**src/rtl/alu_seq_flags.sv**
```systemverilog
// Registered WIDTH-bit ALU with NZCV flags, valid/ready on both sides
// and a shift-add multiplier that takes one bit of b per cycle.
module alu_seq_flags #(
  parameter int WIDTH = 8
) (
  input  logic             clk,
  input  logic             rst_n,
  input  logic             in_valid,
  output logic             in_ready,
  input  logic [WIDTH-1:0] a,
  input  logic [WIDTH-1:0] b,
  input  logic [2:0]       sel,
  output logic             out_valid,
  input  logic             out_ready,
  output logic [WIDTH-1:0] result,
  output logic             n,
  output logic             z,
  output logic             c,
  output logic             v,
  output logic             busy
);

  localparam int SW = $clog2(WIDTH);

  typedef enum logic [1:0] {
    IDLE,
    MUL_RUN,
    DONE
  } state_t;

  state_t state, state_nx;

  logic                 en_q;
  logic [2*WIDTH-1:0]   acc;
  logic [2*WIDTH-1:0]   mcand;
  logic [WIDTH-1:0]     mplier;
  logic [SW-1:0]        cnt;

  logic                 accept;
  logic                 is_mul;
  logic                 mul_last;
  logic [2*WIDTH-1:0]   acc_nx;

  logic [WIDTH:0]       sum;
  logic [WIDTH:0]       diff;
  logic [SW-1:0]        sh;
  logic [2*WIDTH-1:0]   shl_w;
  logic [2*WIDTH-1:0]   shr_w;
  logic [WIDTH-1:0]     alu_r;
  logic                 alu_c;
  logic                 alu_v;

  // en_q keeps in_ready low until the first clock after reset release
  assign in_ready  = en_q & (state == IDLE);
  assign out_valid = (state == DONE);
  assign busy      = (state == MUL_RUN);
  assign accept    = in_valid & in_ready;
  assign is_mul    = (sel == 3'b111);
  assign mul_last  = (cnt == SW'(WIDTH - 1));
  assign acc_nx    = acc + (mplier[0] ? mcand : '0);

  assign sum   = {1'b0, a} + {1'b0, b};
  assign diff  = {1'b0, a} - {1'b0, b};
  assign sh    = b[SW-1:0];
  assign shl_w = {{WIDTH{1'b0}}, a} << sh;
  assign shr_w = {a, {WIDTH{1'b0}}} >> sh;

  always_comb begin
    alu_r = '0;
    alu_c = 1'b0;
    alu_v = 1'b0;
    unique case (1'b1)
      (sel == 3'b000): begin
        alu_r = sum[WIDTH-1:0];
        alu_c = sum[WIDTH];
        alu_v = (a[WIDTH-1] == b[WIDTH-1]) &&
                (sum[WIDTH-1] != a[WIDTH-1]);
      end
      (sel == 3'b001): begin
        alu_r = diff[WIDTH-1:0];
        alu_c = ~diff[WIDTH];
        alu_v = (a[WIDTH-1] != b[WIDTH-1]) &&
                (diff[WIDTH-1] != a[WIDTH-1]);
      end
      (sel == 3'b010): alu_r = a & b;
      (sel == 3'b011): alu_r = a | b;
      (sel == 3'b100): alu_r = a ^ b;
      (sel == 3'b101): begin
        alu_r = shl_w[WIDTH-1:0];
        alu_c = shl_w[WIDTH];
      end
      (sel == 3'b110): begin
        alu_r = shr_w[2*WIDTH-1:WIDTH];
        alu_c = shr_w[WIDTH-1];
      end
      default: ;
    endcase
  end

  always_comb begin
    state_nx = state;
    unique case (state)
      IDLE:    if (accept) state_nx = is_mul ? MUL_RUN : DONE;
      MUL_RUN: if (mul_last) state_nx = DONE;
      DONE:    if (out_ready) state_nx = IDLE;
      default: state_nx = IDLE;
    endcase
  end

  always_ff @(posedge clk or negedge rst_n) begin
    if (!rst_n) begin
      state  <= IDLE;
      en_q   <= 1'b0;
      acc    <= '0;
      mcand  <= '0;
      mplier <= '0;
      cnt    <= '0;
      result <= '0;
      n      <= 1'b0;
      z      <= 1'b0;
      c      <= 1'b0;
      v      <= 1'b0;
    end else begin
      state <= state_nx;
      en_q  <= 1'b1;
      if (state == IDLE && accept) begin
        if (is_mul) begin
          acc    <= '0;
          mcand  <= {{WIDTH{1'b0}}, a};
          mplier <= b;
          cnt    <= '0;
        end else begin
          result <= alu_r;
          n      <= alu_r[WIDTH-1];
          z      <= (alu_r == '0);
          c      <= alu_c;
          v      <= alu_v;
        end
      end
      if (state == MUL_RUN) begin
        acc    <= acc_nx;
        mcand  <= mcand << 1;
        mplier <= mplier >> 1;
        cnt    <= cnt + 1'b1;
        if (mul_last) begin
          result <= acc_nx[WIDTH-1:0];
          n      <= acc_nx[WIDTH-1];
          z      <= (acc_nx[WIDTH-1:0] == '0);
          c      <= |acc_nx[2*WIDTH-1:WIDTH];
          v      <= 1'b0;
        end
      end
    end
  end

endmodule

```
**config.mk**
```make
export PLATFORM = sky130hd
export DESIGN_NAME = alu_seq_flags
export DESIGN_NICKNAME = d
export VERILOG_FILES = /design/src/rtl/alu_seq_flags.sv
export SDC_FILE = /design/constraint.sdc
export NUM_CORES = 1
export LEC_CHECK = 0
export CAP_MARGIN = 25
export CORE_ASPECT_RATIO = 0.7
export CORE_MARGIN = 4
export CORE_UTILIZATION = 43
export CTS_CLUSTER_DIAMETER = 200
export DETAILED_ROUTE_END_ITERATION = 10
export PLACE_DENSITY = 0.59
export REMOVE_ABC_BUFFERS = 1
export SLEW_MARGIN = 40
export SYNTH_ARGS = -nofsm -noshare
export SYNTH_HDL_FRONTEND = slang
export SYNTH_SLANG_ARGS = --single-unit
```
**constraint.sdc**
```tcl
create_clock -name clk -period 4.18 [get_ports clk]
set_clock_uncertainty 0.15 [all_clocks]
set_input_delay 0.836 -clock clk [delete_from_list [all_inputs] [get_ports clk]]
set_output_delay 0.836 -clock clk [all_outputs]
set_load 0.03 [all_outputs]
```
==> impl_metrics.ini, run 1 <==
[setup_path]
endpoint_kind = register
path_cells = clkdlybuf4s50_1 > inv_1 > ha_1 > fa_1 > mux2i_1 > xor2_1 > nor2_1 > a2111oi_0 > buf_4 > and3_1 > and3b_1 > a211o_1
cp_slowest_cell = clkdlybuf4s50_1
cp_data_arrival_time_ps = 3950
crit_path_max_incr_delay_ps = 610
worstSetupPathType = in -> reg
startpoint_type = primary input
worstPathRequired_ps = 4300
path_max_fanout = 6

[routing]
routedWlPerCell_um = 20.4
avgViaCountPerCell = 6.13
drt-initial-drc-count = 617
drcViolationCount = 0
drt_wl_total_mm = 16.6
via_count = 4990
firstDrtPassIters = 5
ant_nets = 0

[global_routing]
grt.overflow.total = 0
track_usage_pct = 24.3
grtUsageMet1_pct = 36.5
grt_busiest_layer = met1
antenna_found_initial = 0
grt_util_met3_pct = 10.3
grt_pass1_vias = 4637
grt_pass1_wl_mm = 26.4
grt_max_degree = 49
grtUsageMet2_pct = 32.6

[yosys]
synth_edf_count = 0
synth_top_area_cell = dfrtp_1
ys_ff_latch = 58
synth_top_area_share_pct = 28.4
postSynthAreaPerCell_um2 = 8.20
ys_seq_area_share_pct = 28.4
synth_top_flop_cell = dfrtp_1
syn_inst = 623
synth_area_mm2 = 0.00511
ys_warn_count = 0
ys_async_sr_fraction_pct = 100
netlist_top_cells_area = dfrtp_1 (28%), ha_1 (10%), nand2_1 (5.1%)
ys_types = 65

[power]
p_per_area_mw_per_mm2 = 603
p_switching_w = 0.00159
intPower_w = 0.00202
pwr-share-comb_pct = 52.7
power_leakage_nw = 2.74
pwr-share-clk_pct = 19.8
swShare_pct = 44.1
seq_power_share_pct = 27.5
ir_drop_mv = 0.362

[final_layout]
final_cell_mix = nand2_1 (69), nor2_1 (65), dfrtp_1 (58)
drive_gt1_share_pct = 8.02
design_area_mm2 = 0.00598
antenna_cells = 0
layout_commonest_cell = nand2_1
fillCellCount = 1092
fin_nets = 725
synthToLayoutAreaGrowth_pct = 17.1
regArea_mm2 = 0.00145
multi_input_area_mm2 = 0.00337

[die]
die_width_um = 138
dieArea_mm2 = 0.0137
core_area_mm2 = 0.0113
rows = 32
start_util_pct = 45.2
io_pins = 38
die_y_um = 99.2

[cts]
cts.hold.buffers_added = 0
cts_tree = built
postCtsResizedCells = 0
path_clk_slew_ps = 50
cts_sinks = 58
postCtsSetupBuffers = 0
cts_buffers = 9
cts_root_buf = clkbuf_16
clock_latency_ps = 330
cts_buffer_depth = 2
htreeDepth = 3

[sta]
relSlewSlack_pct = 46.4
fmax_mhz = 261
fin_crit_ps = 3830
rsz0062_at_grt = false
finalSetupTns_ps = 0
tightest_slew_ps = 803
hold_viol = 0
fin_crit_sh_pct = 91.6
setup_viol = 0
slew_viol_final = 0

[placement]
dpl.hpwl_mm = 12.6
place_congestion = 1.02
placed_area_mm2 = 0.00569
portBuffers = 37

[job]
cap_violations = 0

[worst_hold_path]
min_path_type = reg -> reg

[run_status]
status = finished clean
## synthesized netlist by cell type (4+ instances only)
library cell	instances
nor4_1	8
nor3_1	13
xnor2_1	7
a31oi_1	4
clkbuf_1	27
inv_1	30
o21bai_1	4
mux4_1	6
nand3_1	23
a22o_1	4
and3_1	10
or2_2	4
o21a_1	6
a21o_1	8
o22ai_1	17
a22oi_1	9
or3_1	5
nand2b_1	6
a2111oi_0	4
a21oi_1	25
xor2_1	7
o21ai_0	42
mux2i_1	15
nand4_1	5
buf_2	11
dfrtp_1	58
a211oi_1	5
o2111ai_1	4
ha_1	42
nor2_1	65
and2_1	17
nand2_1	69
nor2b_1	10
## cell type report
cell class | count | share of cell area (%)
multi-input cells | 494 | 56.3
flip-flops and latches | 58 | 24.3
repair buffers | 64 | 9.49
clock buffers | 13 | 4.68
well taps | 153 | 3.20
inverters | 30 | 1.88
clock inverters | 2 | 0.167
## critical path, delay by kind of cell
| family | cells | cell delay (ps) |
|---|---|---|
| and+or+nand+nor | 3 | 390 |
| xor gates and xnor gates | 1 | 190 |
| buffers and inverters | 3 | 970 |
| adders and majority gates | 2 | 680 |
| AOI/OAI and AO/OA | 2 | 470 |
| muxes | 1 | 410 |
## per-layer routing
layer	share of wire (%)	vias up
met1	47	2403
li1	-	2329
met4	0.59	0
met2	40	242
met5	0	-
met3	12	16
## sequential cells by signal, indices dropped and copies added, names as in the netlist, 2 cells and up
name / count
acc: 16
cnt: 3
mcand: 16
mplier: 8
result: 8
state: 2
## stage by stage
| stage | hold slack (ps) | setup slack [ps] | util, % | total power, W | cells |
|---|---|---|---|---|---|
| after floorplan | 306 | 1050 | - | 0.00224 | 582 |
| after global placement | 329 | 186 | 50.4 | 0.00281 | 799 |
| after detailed placement | 340 | 157 | 50.4 | 0.00286 | 799 |
| after CTS | 352 | 495 | 53.0 | 0.00360 | 814 |
| after global routing | 381 | 267 | 53.0 | 0.00389 | 814 |
| final | 348 | 350 | 53.0 | 0.00361 | 814 |
## worst paths after layout
check                          start         to  slack (ps)  depth (start not counted)
setup / recovery                a[0]          z         350                         12
hold / removal                cnt[0]     cnt[0]         350                          1
setup reg to reg           mplier[0]          c         540                         10
hold reg to reg               cnt[0]     cnt[0]         350                          1
max in group asynchronous      rst_n    acc[11]        2610                          2
min in group asynchronous      rst_n  result[0]         400                          1
## kinds of logic after synthesis
group	Yosys count	share of synthesized area (%)
AND/OR/NAND/NOR	245	23.0
flip-flops	58	28.4
AO/OA/AOI/OAI	165	21.9
XOR/XNOR	14	2.40
other	1	0.0734
adder cells (fa/ha/maj)	45	11.5
buffers and inverters	71	5.63
multiplexers	24	7.13
## power by group through the flow
stage / registers (W) / clock network, W / logic [W]
6_report: 0.000992 / 0.000717 / 0.00190
3_5_place_dp: 0.00100 / 0 / 0.00186
5_1_grt: 0.00102 / 0.000756 / 0.00210
2_1_floorplan: 0.00103 / 0 / 0.00121
3_3_place_gp: 0.000991 / 0 / 0.00182
4_1_cts: 0.000992 / 0.000727 / 0.00188
(Power assumes the default switching activity.)
==> inputs of run 2 (changes only) <==
CORE_ASPECT_RATIO = unset   (was 0.7)
==> impl_metrics.ini, run 2 (synthesis results as in run 1) <==
[die]
dieArea_mm2 = 0.0137
io_pins = 38
die_y_um = 117
die_width_um = 117
start_util_pct = 44.4
rows = 39
core_area_mm2 = 0.0115

[setup_path]
path_cells = clkdlybuf4s50_1 > inv_1 > ha_1 > fa_1 > mux2i_1 > a22oi_1 > nor2_1 > a2111oi_0 > and3_1 > and3b_1 > a211o_1
cp_data_arrival_time_ps = 3770
worstSetupPathType = in -> reg
crit_path_max_incr_delay_ps = 620
endpoint_kind = register
cp_slowest_cell = a2111oi_0
r2r_slack_ps = 760
startpoint_type = primary input
path_max_fanout = 6
worstPathRequired_ps = 4300

[placement]
dpl.hpwl_mm = 11.9
dp.cells = 786
portBuffers = 37
place_congestion = 0.950

[final_layout]
postLayoutCoreUtil_pct = 52.1
reg_top3 = acc: 16 flops, mcand: 16 flops
drive_gt1_share_pct = 7.74
layout_commonest_cell = nand2_1
multi_input_area_mm2 = 0.00337
regArea_mm2 = 0.00145
fin_cells = 802
final_cell_mix = nand2_1 (69), nor2_1 (65), dfrtp_1 (58)
fin_nets = 722
fillCellCount = 1124
synthToLayoutAreaGrowth_pct = 17.5
antenna_cells = 0

[routing]
ant_nets = 0
avgViaCountPerCell = 6.09
drt_wl_total_mm = 15.8
drt-initial-drc-count = 354
via_count = 4887
drcViolationCount = 0
routedWlPerCell_um = 19.7
firstDrtPassIters = 4

[cts]
postCtsResizedCells = 0
cts_tree = built
cts_sinks = 58
postCtsSetupBuffers = 0
htreeDepth = 3
cts_root_buf = clkbuf_16
cts.hold.buffers_added = 0
cts_buffer_depth = 2
cts_buffers = 9
clock_latency_ps = 330
path_clk_slew_ps = 60

[sta]
tightest_slew_ps = 733
holdWs_ps = 344
fin_crit_ps = 3650
finalSetupTns_ps = 0
relSlewSlack_pct = 51.0
rsz0062_at_grt = false
setup_viol = 0
hold_viol = 0
slew_viol_final = 0
fin_crit_sh_pct = 87.4
fmax_mhz = 274

[power]
power_leakage_nw = 2.74
ir_drop_mv = 0.413
p_per_area_mw_per_mm2 = 615
total_power_w = 0.00369

[global_routing]
grtUsageMet1_pct = 36.1
grt_pass1_vias = 4729
grt.overflow.total = 0
grtUsageMet2_pct = 36.1
grt_max_degree = 49
antenna_found_initial = 1
grt_busiest_layer = met2
track_usage_pct = 24.2
grt_pass1_wl_mm = 25.6
grt_util_met3_pct = 5.81

[worst_hold_path]
min_path_type = reg -> reg

[run_status]
status = finished clean

[job]
cap_violations = 0
run 2: cell types whose count changed in the layout (fill, tap and decap cells not counted):
cell        before  now
clkinvlp_4       0    3
clkinv_2         2    1
bufinv_16        0    3
buf_4           27   24
clkbuf_8         4    0
run 2: critical path: cells and delay by family:
kind,cells,cell delay (ps)
adder cells (fa/ha/maj),2,750
AO/OA/AOI/OAI,3,930
AND/OR/NAND/NOR,3,500
multiplexers,1,70
buffers and inverters,2,670
run 2: final cells by class:
cell class	count	area share (%)
clock buffer	9	3.75
clock inverter	7	1.96
inverter	30	1.88
multi-input combinational	494	56.2
sequential	58	24.2
tap	143	2.98
timing repair buffer	61	9.09
run 2: final timing paths:
kind                                 from   endpoint  depth (start not counted)
worst max-delay path                 a[0]          z                         11
worst min-delay path              acc[12]    acc[12]                          2
worst max register to register  mplier[0]          c                         10
worst min register to register    acc[12]    acc[12]                          2
max in group asynchronous           rst_n          z                          2
min in group asynchronous           rst_n  mcand[13]                          1
run 2: metrics by stage:
| stage | worst slack, ps | instance area (µm²) |
|---|---|---|
| 4_1_cts | 527 | 6000 |
| 6_report | 527 | 6000 |
| 3_5_place_dp | 188 | 5660 |
| 2_1_floorplan | 1050 | 4930 |
| 5_1_grt | 324 | 6000 |
| 3_3_place_gp | 256 | 5660 |
run 2: power by group:
group,internal (W),total (W),switching [W]
combinational,0.000748,0.00184,0.00109
sequential,0.000805,0.000998,0.000192
clock,0.000580,0.000851,0.000271
run 2: layer usage:
layer	routed length [µm]	vias up
met3	991	9
met1	7600	2391
li1	-	2319
met5	0	-
met4	146	0
met2	7040	168
==> inputs of run 3 (changes only) <==
CORE_UTILIZATION = 32   (was 43)
CTS_BUF_LIST = sky130_fd_sc_hd__clkbuf_4   (was unset)
PLACE_DENSITY = 0.46   (was 0.59)
==> impl_metrics.ini, run 3 (synthesis results as in run 1) <==
[run_status]
status = finished clean

[final_layout]
reg_top3 = acc: 16 flops, mcand: 16 flops
drive_gt1_share_pct = 8.43
synthToLayoutAreaGrowth_pct = 15.8
final_cell_mix = nand2_1 (69), nor2_1 (65), dfrtp_1 (58)
fin_cells = 875
fin_nets = 727
antenna_cells = 0
layout_commonest_cell = nand2_1

[cts]
clock_latency_ps = 440
cts_sinks = 58
cts.hold.buffers_added = 0
cts_buffer_depth = 2
postCtsSetupBuffers = 0
cts_root_buf = clkbuf_4
cts_buffers = 9
htreeDepth = 3
postCtsResizedCells = 0
path_clk_slew_ps = 110
cts_tree = built

[sta]
rsz0062_at_grt = false
layout_setup_ws_ps = 631
hold_viol = 0
tightest_slew_ps = 693
relSlewSlack_pct = 53.7
fin_crit_sh_pct = 84.9
fin_crit_ps = 3550
fmax_mhz = 282
finalSetupTns_ps = 0
setup_viol = 0
slew_viol_final = 0

[worst_hold_path]
min_path_type = in -> async

[setup_path]
rr_worst_depth = 10
r2r_slack_ps = 850
worstSetupPathType = in -> reg
worstPathRequired_ps = 4410
reg2reg_to = c
cp_data_arrival_time_ps = 3780
path_max_fanout = 8
reg2reg_from = mcand[0]
startpoint_type = primary input
endpoint_kind = register

[global_routing]
grt_pass1_vias = 4739
antenna_found_initial = 0
track_usage_pct = 19.6
grt.overflow.total = 0
grt_pass1_wl_mm = 27.6
grt_max_degree = 49

[die]
die_y_um = 134
dieArea_mm2 = 0.0180
rows = 45
io_pins = 38
die_width_um = 134
core_area_mm2 = 0.0154
start_util_pct = 33.1

[routing]
ant_nets = 0
avgViaCountPerCell = 5.61
drcViolationCount = 0
via_count = 4912
firstDrtPassIters = 5
drt_wl_total_mm = 17.3
routedWlPerCell_um = 19.8
drt-initial-drc-count = 355

[placement]
place_congestion = 0.924
portBuffers = 37
dpl.hpwl_mm = 13.0
dp.cells = 859
pre_cts_slack_ps = 209

[power]
p_per_area_mw_per_mm2 = 555
power_leakage_nw = 2.69
ir_drop_mv = 0.282

[job]
cap_violations = 0
run 3: worst max-delay path, cell delays in order:
cell             delay (ps)
clkdlybuf4s50_1         610
inv_1                    80
ha_1                    460
nand3_1                 160
a21oi_1                 280
nor4_1                  120
buf_4                   160
o21a_1                  170
a2111o_1                420
nor4_1                  310
a211o_1                 180
run 3: metal layers:
| layer | global-route usage (%) | part of all wire (%) | up-vias |
|---|---|---|---|
| met1 | 27.7 | 48 | 2401 |
| met5 | 0 | 0 | - |
| li1 | - | - | 2342 |
| met2 | 30.6 | 45 | 144 |
| met3 | 3.41 | 4.4 | 25 |
| met4 | 5.77 | 2.0 | 0 |
run 3: worst max path at each step:
stage	from	to	slack [ps]
after floorplan	state[1]	c	1050
after global placement	a[0]	z	240
after detailed placement	a[2]	result[7]	210
after CTS	a[2]	result[7]	690
after global routing	a[0]	z	530
final	a[2]	z	630
run 3: stage by stage:
step           cell area [µm²]  util, %  power (W)  hold WS (ps)
2_1_floorplan             4930        -    0.00224           306
3_3_place_gp              5780     37.5    0.00284           335
3_5_place_dp              5790     37.5    0.00287           341
4_1_cts                   5920     38.4    0.00331           223
5_1_grt                   5920     38.4    0.00357           256
6_report                  5920     38.4    0.00329           227
run 3: area by class of cell:
type,count,area (µm²)
Multi-Input combinational cell,494,3370
Fill cell,1620,9510
Sequential cell,58,1450
Tap cell,211,264
Timing Repair Buffer,66,586
Clock inverter,6,57.6
Inverter,30,113
Clock buffer,10,75.1
run 3: power by group:
group / total (W) / internal [W] / switching, W
combinational: 0.00187 / 0.000757 / 0.00112
clock: 0.000423 / 0.000185 / 0.000238
sequential: 0.000987 / 0.000802 / 0.000185
==> RTL change (flow settings as in run 1) <==
Change the parameter `WIDTH` from 8 to 32.
--- a/src/rtl/alu_seq_flags.sv
+++ b/src/rtl/alu_seq_flags.sv
@@ -3,3 +3,3 @@
 module alu_seq_flags #(
-  parameter int WIDTH = 8
+  parameter int WIDTH = 32
 ) (
Ports: changed (resized a, b and result); port bits go from 38 to 110. No check against the original RTL was run, so the function may have changed too.
==> RTL change against run 1 <==
The run now ends with setup timing left. Power grew to 5.3 times the old value. Final cell count increased to 5.5 times the old value. Wire length increased to 7.2 times the old value. Setup slack got worse by 0.96 ns. Final area grew to 5.4 times the old value. Sequential cell count increased by 146. Area after synthesis rose to 4.3 times the old value. Largest cell class unchanged. Utilization grew 11 points. Largest power group unchanged. Clock power rose to 3.1 times the old value. Synthesized cell count grew to 4.6 times the old value.
==> RTL change: results (changes against run 1) <==
STA
  – Hold WS: 0.142 ns (-0.205 ns)
  – Final worst slack: -0.613 ns (-0.964 ns)
  – Setup TNS Final: -1.31 ns (-1.31 ns)
  – Rel. slew slack: 42.4% (-4.0 points)
  – Final setup violation count: 5 (+5)

Power and ir drop
  – Peak supply drop: 626 uV (+73%)
  – Seq pwr: 3470 uW (+250%)
  – Leak: 0.0151 uW (+450%)
  – Logic pwr share: 70.6% (+18 points)
  – Sw Ratio: 47.0% (+2.9 points)
  – P_sw: 9060 uW (+470%)

Logic synthesis
  – Synth unique cells: 89 (+37%)
  – Synthesized instance count: 2889 (+360%)
  – Top cells by count, synth: nor2_1, nand2_1, o21ai_0
  – Top FF cell, synth: dfrtp_1
  – Yosys warnings: 0 (unchanged)
  – Largest cells by area after synthesis: dfrtp_1, ha_1, mux4_2
  – Post-synthesis sequential area ratio: 23.0% (-5.4 points)

Place
  – Dpl cell area: 0.0306 sq mm (+440%)
  – I/O Buffers: 109 (+190%)
  – Post-DP HPWL: 95000 um (+650%)
  – Inst Count DP: 4400 (+450%)
  – Routability Congestion: 1.08 (+6.4%)
  – Pre-CTS setup slack: -1.07 ns (-1.23 ns)

Critical path
  – CP peak stage delay: 0.49 ns (-0.12 ns)
  – CP max stage cell: dfrtp_2
  – Crit path DAT: 5.04 ns (+1.09 ns)
  – Top Family by Delay on Critical Path: compound AO/OA/AOI/OAI gates
  – CP max FO: 6 (unchanged)

Clock network
  – Worst skew pair latency: 0.56 ns (+0.23 ns)
  – Cts bufs inserted: 23 (+14)
  – PostCTS Resize Cnt: 115 (+115)
  – Clock-pin slew on the worst setup and hold paths: 0.08 ns (+0.03 ns)
  – Setup Buffers After CTS: 8 (+8)
  – Htree depth: 1 (-2)
  – Max clock buf depth: 3 (+1)

GRT
  – Largest net degree at the start of global routing: 189 (+290%)
  – Vias in the first global route: 26.7k (+480%)
  – Initial antenna violation count: 4 (+4)
  – First-pass GRT wire length: 174000 um (+560%)
  – GRT Total Usage: 41.4% (+17 points)

Worst hold path
  – Hold Crit Class: input port to asynchronous set/reset pin

Drt
  – Iter 0 DRT Violations: 4073 (+560%)
  – DR WL/cell: 26.7 um (+30%)
  – Final wirelength: 119000 um (+620%)
  – Vias per inst: 6.34 (+3.4%)
  – DRC viols: 0 (unchanged)
  – First-pass iteration count of the detailed router: 8 (+3)

Cells and area
  – Largest registers: acc x64, mcand x64
  – Share of post-route cells with drive strength above 1: 34.1% (+26 points)
  – Post-layout net count: 4027 (+460%)

Run status
  – Violations in the final reports: setup timing
  – Status: finished with violations
==> RTL change: cell types whose count changed in the layout (fill, tap and decap cells not counted), moves of 63 or more <==
| cell | before | now |
|---|---|---|
| o22ai_1 | 17 | 94 |
| buf_4 | 27 | 972 |
| o21ai_0 | 42 | 216 |
| nand3_1 | 23 | 86 |
| inv_1 | 30 | 94 |
| ha_1 | 42 | 149 |
| dfrtp_1 | 58 | 203 |
| nor2_1 | 65 | 308 |
| a21oi_1 | 25 | 186 |
| nand2_1 | 69 | 299 |
==> RTL change: final timing paths <==
kind	from	to	slack [ns]	cells after the start
max	mplier[0]	c	-0.61	20
min	rst_n	mplier[21]	0.14	1
max reg2reg	mplier[0]	c	-0.61	20
min reg2reg	acc[23]	acc[23]	0.35	2
max in group asynchronous	rst_n	mcand[34]	2.88	2
min in group clk	acc[23]	acc[23]	0.35	2
==> RTL change: area by class of cell <==
type / count / area (sq um)
fill: 4422 / 18300
multi-input combinational: 2327 / 16600
timing repair buffer: 1113 / 8880
sequential: 204 / 5110
tap: 674 / 843
clock buffer: 28 / 614
inverter: 113 / 430
clock inverter: 13 / 164
==> RTL change: kinds of logic after synthesis <==
kind of cell	count (synthesis)	share of synthesized area, %
mux	146	10.1
buf+inv	358	6.25
simple gates	1011	21.0
other cells	1	0.0169
compound gates	923	26.9
fa+ha+maj	174	9.90
xor+xnor	72	2.84
flops	204	23.0
==> RTL change: routing by layer <==
layer / track usage [%] / vias up / wire length, um
li1: - / 12400 / -
met1: 63.2 / 13900 / 53500
met2: 54.4 / 1870 / 44900
met3: 16.1 / 198 / 17600
met4: 8.53 / 8 / 3070
met5: 1.54 / - / 154
